==> src/rtl/pipe_pkg.sv <==
// Shared definitions for the in-order MIPS pipeline: opcodes, the hazard
// scoreboard entry layout and the register-file forwarding select.
package pipe_pkg;

  localparam logic [5:0] LW      = 6'b100011;
  localparam logic [5:0] SW      = 6'b101011;
  localparam logic [5:0] BEQ     = 6'b000100;
  localparam logic [5:0] ADD_IMM = 6'b001000;
  localparam logic [5:0] Jop     = 6'b000010;
  localparam logic [5:0] JALop   = 6'b000011;
  localparam logic [5:0] ALUop   = 6'b000000;

  // rd is stored at a fixed width; narrower specifiers are zero-extended,
  // so register files of up to 256 entries are supported.
  localparam int SB_RD_W = 8;

  typedef struct packed {
    logic               valid;
    logic [SB_RD_W-1:0] rd;
    logic               is_load;
  } sb_entry_t;

  localparam int FWD_RF = 0;

endpackage

==> src/rtl/pipe_hazard_scoreboard_sb_match.sv <==
// Per-operand youngest-match priority encoder with a load-latency ready check.
module sb_match
  import pipe_pkg::*;
#(
  parameter int REG_W    = 5,
  parameter int DEPTH    = 3,
  parameter int LOAD_LAT = 2,
  parameter int SEL_W    = $clog2(DEPTH + 1)
) (
  input  sb_entry_t [DEPTH:1] ent,
  input  logic [REG_W-1:0]    spec,
  input  logic                used,
  output logic [SEL_W-1:0]    sel,
  output logic                hazard
);

  // Scan oldest to youngest so the youngest match is the last one written.
  always_comb begin
    sel    = SEL_W'(FWD_RF);
    hazard = 1'b0;
    for (int k = DEPTH; k >= 1; k--) begin
      if (used && (spec != '0) && ent[k].valid &&
          (ent[k].rd == SB_RD_W'(spec))) begin
        sel    = SEL_W'(k);
        hazard = ent[k].is_load && (k < LOAD_LAT);
      end
    end
  end

endmodule

==> src/rtl/pipe_hazard_scoreboard.sv <==
// Shift-register hazard scoreboard: issue interlock, operand forwarding
// selects and a saturating stall-cycle counter.
module pipe_hazard_scoreboard
  import pipe_pkg::*;
#(
  parameter int NREG     = 32,
  parameter int REG_W    = $clog2(NREG),
  parameter int DEPTH    = 3,
  parameter int LOAD_LAT = 2,
  parameter int SEL_W    = $clog2(DEPTH + 1),
  parameter int CNT_W    = 16
) (
  input  logic             clock,
  input  logic             reset,
  input  logic             issue_valid,
  input  logic [REG_W-1:0] issue_rs,
  input  logic [REG_W-1:0] issue_rt,
  input  logic             issue_rs_used,
  input  logic             issue_rt_used,
  input  logic             issue_wr_en,
  input  logic [REG_W-1:0] issue_rd,
  input  logic             issue_is_load,
  input  logic             flush,
  output logic             stall,
  output logic [SEL_W-1:0] fwd_a_sel,
  output logic [SEL_W-1:0] fwd_b_sel,
  output logic [CNT_W-1:0] stall_count
);

  sb_entry_t [DEPTH:1] ent;
  logic                hazard_a;
  logic                hazard_b;
  logic                accept;

  sb_match #(.REG_W(REG_W), .DEPTH(DEPTH), .LOAD_LAT(LOAD_LAT), .SEL_W(SEL_W)) u_match_a (
    .ent    (ent),
    .spec   (issue_rs),
    .used   (issue_rs_used),
    .sel    (fwd_a_sel),
    .hazard (hazard_a)
  );

  sb_match #(.REG_W(REG_W), .DEPTH(DEPTH), .LOAD_LAT(LOAD_LAT), .SEL_W(SEL_W)) u_match_b (
    .ent    (ent),
    .spec   (issue_rt),
    .used   (issue_rt_used),
    .sel    (fwd_b_sel),
    .hazard (hazard_b)
  );

  assign stall  = issue_valid & (hazard_a | hazard_b) & ~flush;
  assign accept = issue_valid & ~stall & ~flush;

  // ID -> EX boundary: stalled or flushed instructions enter as bubbles,
  // while older entries always keep advancing toward retirement.
  always_ff @(posedge clock or posedge reset) begin
    if (reset) begin
      ent <= '0;
    end else begin
      for (int k = DEPTH; k >= 2; k--) begin
        ent[k] <= ent[k-1];
      end
      ent[1].valid   <= accept & issue_wr_en & (issue_rd != '0);
      ent[1].rd      <= SB_RD_W'(issue_rd);
      ent[1].is_load <= issue_is_load;
    end
  end

  always_ff @(posedge clock or posedge reset) begin
    if (reset) begin
      stall_count <= '0;
    end else if (stall && (stall_count != '1)) begin
      stall_count <= stall_count + 1'b1;
    end
  end

endmodule

==> config.mk <==
export PLATFORM = sky130hd
export DESIGN_NAME = pipe_hazard_scoreboard
export DESIGN_NICKNAME = d
export VERILOG_FILES = /design/src/rtl/pipe_pkg.sv /design/src/rtl/pipe_hazard_scoreboard_sb_match.sv /design/src/rtl/pipe_hazard_scoreboard.sv
export SDC_FILE = /design/constraint.sdc
export NUM_CORES = 1
export LEC_CHECK = 0
export ABC_AREA = 1
export BUFFER_PORTS_ARGS = -buffer_cell sky130_fd_sc_hd__buf_2
export CORE_AREA = 2 2 81 83
export CTS_CLUSTER_DIAMETER = 30
export DETAILED_ROUTE_END_ITERATION = 8
export DIE_AREA = 0 0 83 85
export PLACE_DENSITY_LB_ADDON = 0.05
export SYNTH_ARGS = -nofsm -noshare
export SYNTH_HDL_FRONTEND = slang
export SYNTH_HIERARCHICAL = 1
export SYNTH_SLANG_ARGS = --single-unit
==> constraint.sdc <==
create_clock -name clock -period 2.9 [get_ports clock]
set_input_delay 0.145 -clock clock [delete_from_list [all_inputs] [get_ports clock]]
set_output_delay 0.145 -clock clock [all_outputs]
set_load 0.05 [all_outputs]
==> flow_summary_export.csv <==
group,metric,value,unit
outcome,outcome,"finished clean",
worst_hold_path,min_from,"issue_wr_en",
timing,holdWs,0.0955,ns
timing,rsz0062_at_grt,"no",
critical_path,crit_type,"register to primary output",
routing,vias_per_cell,4.48,
global_route,grt_start_max_net_pins,36,
timing,worst_clock_skew,0.00795,ns
global_route,antenna_found_initial,0,
placed_design,dp.cells,486,
critical_path,critPathLaunchType,"register",
timing,tns,0,ns
worst_hold_path,hold_path.class,"primary input to register",
clocking,cts_buffers,5,
synth,syn_inst,348,
clocking,tritoncts,"built",
pwr,power.density,375,mW/mm²
floorplanning,die_h,85,µm
critical_path,cpPeakStageDelay,0.38,ns
floorplanning,rows,29,
critical_path,crit_family,"simple AND/OR/NAND/NOR gates",
clocking,cts_setup_buffers,0,
global_route,grt_pass1_vias,2169,
critical_path,worst-path-stages,11,
critical_path,crit_path_end_kind,"primary output",
layout,area_growth,24.3,%
pwr,leakagePower,1.56,nW
critical_path,r2r_slack,0.93,ns
run,maxCapViolCount,0,
global_route,grt_pass1_wl,9980,µm
critical_path,regToRegStartpoint,"ent[4]$_DFF_PP0_",
floorplanning,die_x,83,µm
critical_path,path_cells,"clkinv_1, nand2_1, o21ai_0, nor2_1, nand3_1, nor2_2, inv_2, nor2_2, nor2_1, nor2_4, buf_2",
critical_path,crit_fanout,8,
routing,vias,2245,
layout,final_nets,447,
timing,max_freq,466,MHz
clocking,clk_latency,0.29,ns
routing,final_antenna_net_count,0,
routing,drt_iter0_drc,55,
layout,num_antenna_cells,0,
clocking,cts.clk_slew.worst_paths,0.08,ns
pwr,power,1.09,mW
timing,setup_viol_count_final,0,
worst_hold_path,hold_end,"ent[9]$_DFF_PP0_",
pwr,irDropWorstVdd,0.000178,V
global_route,grt_usage,17.7,%
critical_path,reg2reg_depth,14,
clocking,cts.sinks,35,
floorplanning,io_pins,44,
critical_path,r2r_end,"stall_count[7]$_DFFE_PP0P_",
synth,syn_area,0.00233,mm²
worst_hold_path,min_path_cells,3,
timing,layout_min_cycle_time,2.15,ns
placed_design,gp_congestion,0.874,
placed_design,portBuffers,43,
clocking,cts_root_buf,"clkbuf_8",
placed_design,dp_hpwl,4460,µm
layout,num-fill-cells,664,
layout,final_cells,501,
global_route,overflow,0,
routing,drcViolationCount,0,
critical_path,slowest_stage,"dfrtp_1",
routing,dr.pass1.iters,5,
timing,final_hold_viol_count,0,
clocking,cts.path.max_buffers,2,
routing,wl_per_cell,11.4,µm
critical_path,path_buf_inv,3,
clocking,htree_levels,2,
floorplanning,dieArea,0.00706,mm²
layout,drive_above_1_share,20.8,%
floorplanning,start_util,37.6,%
critical_path,crit_required,2.76,ns
floorplanning,core,0.00620,mm²
timing,maxSlewViolCount,0,
critical_path,worstPathArrival,2.00,ns
synth,synth_area_per_cell,6.70,µm²
routing,drt-total-wl,5720,µm
synth,ys_warn_count,6,
timing,fin_crit_sh,74.1,%
-- worst register-to-register path, stage by stage, from the launching register on --
cell	delay, ns
dfrtp_1	0.38
clkinv_1	0.09
nand2_1	0.06
o21ai_0	0.07
nor2_1	0.13
nand3_1	0.12
nor2_2	0.14
inv_2	0.05
nor2_2	0.07
nor2_1	0.07
nor2_4	0.22
inv_2	0.12
nor2_4	0.24
nand2_1	0.07
o21ai_1	0.08
-- flip-flops by register name, summed over array words and instances, names as in the netlist --
register     count
ent             19
stall_count     16
-- metal layers --
layer | vias to the layer above | share of wire (%) | GRT usage (%)
met3 | 8 | 3.1 | 3.02
li1 | 1192 | - | -
met2 | 33 | 53 | 33.5
met4 | 0 | 1.5 | 5.81
met5 | - | 0 | 0
met1 | 1012 | 43 | 20.1
-- where the power goes --
| group | switching (mW) | internal (mW) |
|---|---|---|
| registers | 0.0128 | 0.501 |
| logic | 0.0741 | 0.0465 |
| clock network | 0.196 | 0.256 |
| total | 0.282 | 0.804 |
-- what timing repair did --
| item | CTS | global route |
|---|---|---|
| hold buffers | 7 | 0 |
| gates resized for setup | 0 | 0 |
| hold endpoints to repair | 41 | 0 |
-- cell type report --
class / instances / area [µm²] / area share (%)
sequential: 35 / 876 / 30.2
clock inverter: 3 / 43.8 / 1.51
tap: 77 / 96.3 / 3.33
multi-input combinational: 267 / 1280 / 44.3
inverter: 63 / 236 / 8.16
timing repair buffer: 51 / 293 / 10.1
clock buffer: 5 / 68.8 / 2.38
-- worst max path at each step --
stage	from	end	slack [ns]
2_1_floorplan	ent[4]$_DFF_PP0_	stall_count[8]$_DFFE_PP0P_	0.92
3_3_place_gp	ent[4]$_DFF_PP0_	stall_count[10]$_DFFE_PP0P_	0.96
3_5_place_dp	ent[4]$_DFF_PP0_	stall_count[10]$_DFFE_PP0P_	0.93
4_1_cts	ent[4]$_DFF_PP0_	stall	0.72
5_1_grt	ent[4]$_DFF_PP0_	stall	0.53
6_report	ent[4]$_DFF_PP0_	stall	0.75
-- metrics by stage --
| step | util, % | worst slack, ns | cell area, µm² |
|---|---|---|---|
| final | 46.7 | 0.752 | 2900 |
| after global routing | 46.7 | 0.531 | 2900 |
| after CTS | 46.7 | 0.721 | 2900 |
| after detailed placement | 43.7 | 0.929 | 2710 |
| after global placement | 43.7 | 0.959 | 2710 |
| after floorplan | - | 0.915 | 2390 |
-- cell usage in the layout (no fill, tap or decap), types with 2 or more instances in the layout --
master and count:
nor2_2 5, nand4_1 9, nand3_1 23, buf_2 43, xnor2_1 3, dfrtp_1 35
a21oi_1 3, clkinv_1 4, inv_1 47, or2_2 2, dlygate4sd3_1 7, o21ai_0 13
nand2_1 113, nor2_4 8, clkbuf_8 5, nor2_1 42, inv_2 12, nand2_4 2
o21ai_1 4, xor2_1 5, o22ai_1 2, nand2_2 4, conb_1 18, or2_1 2
nand3b_1 3
Power figures use the tool's default switching activity.
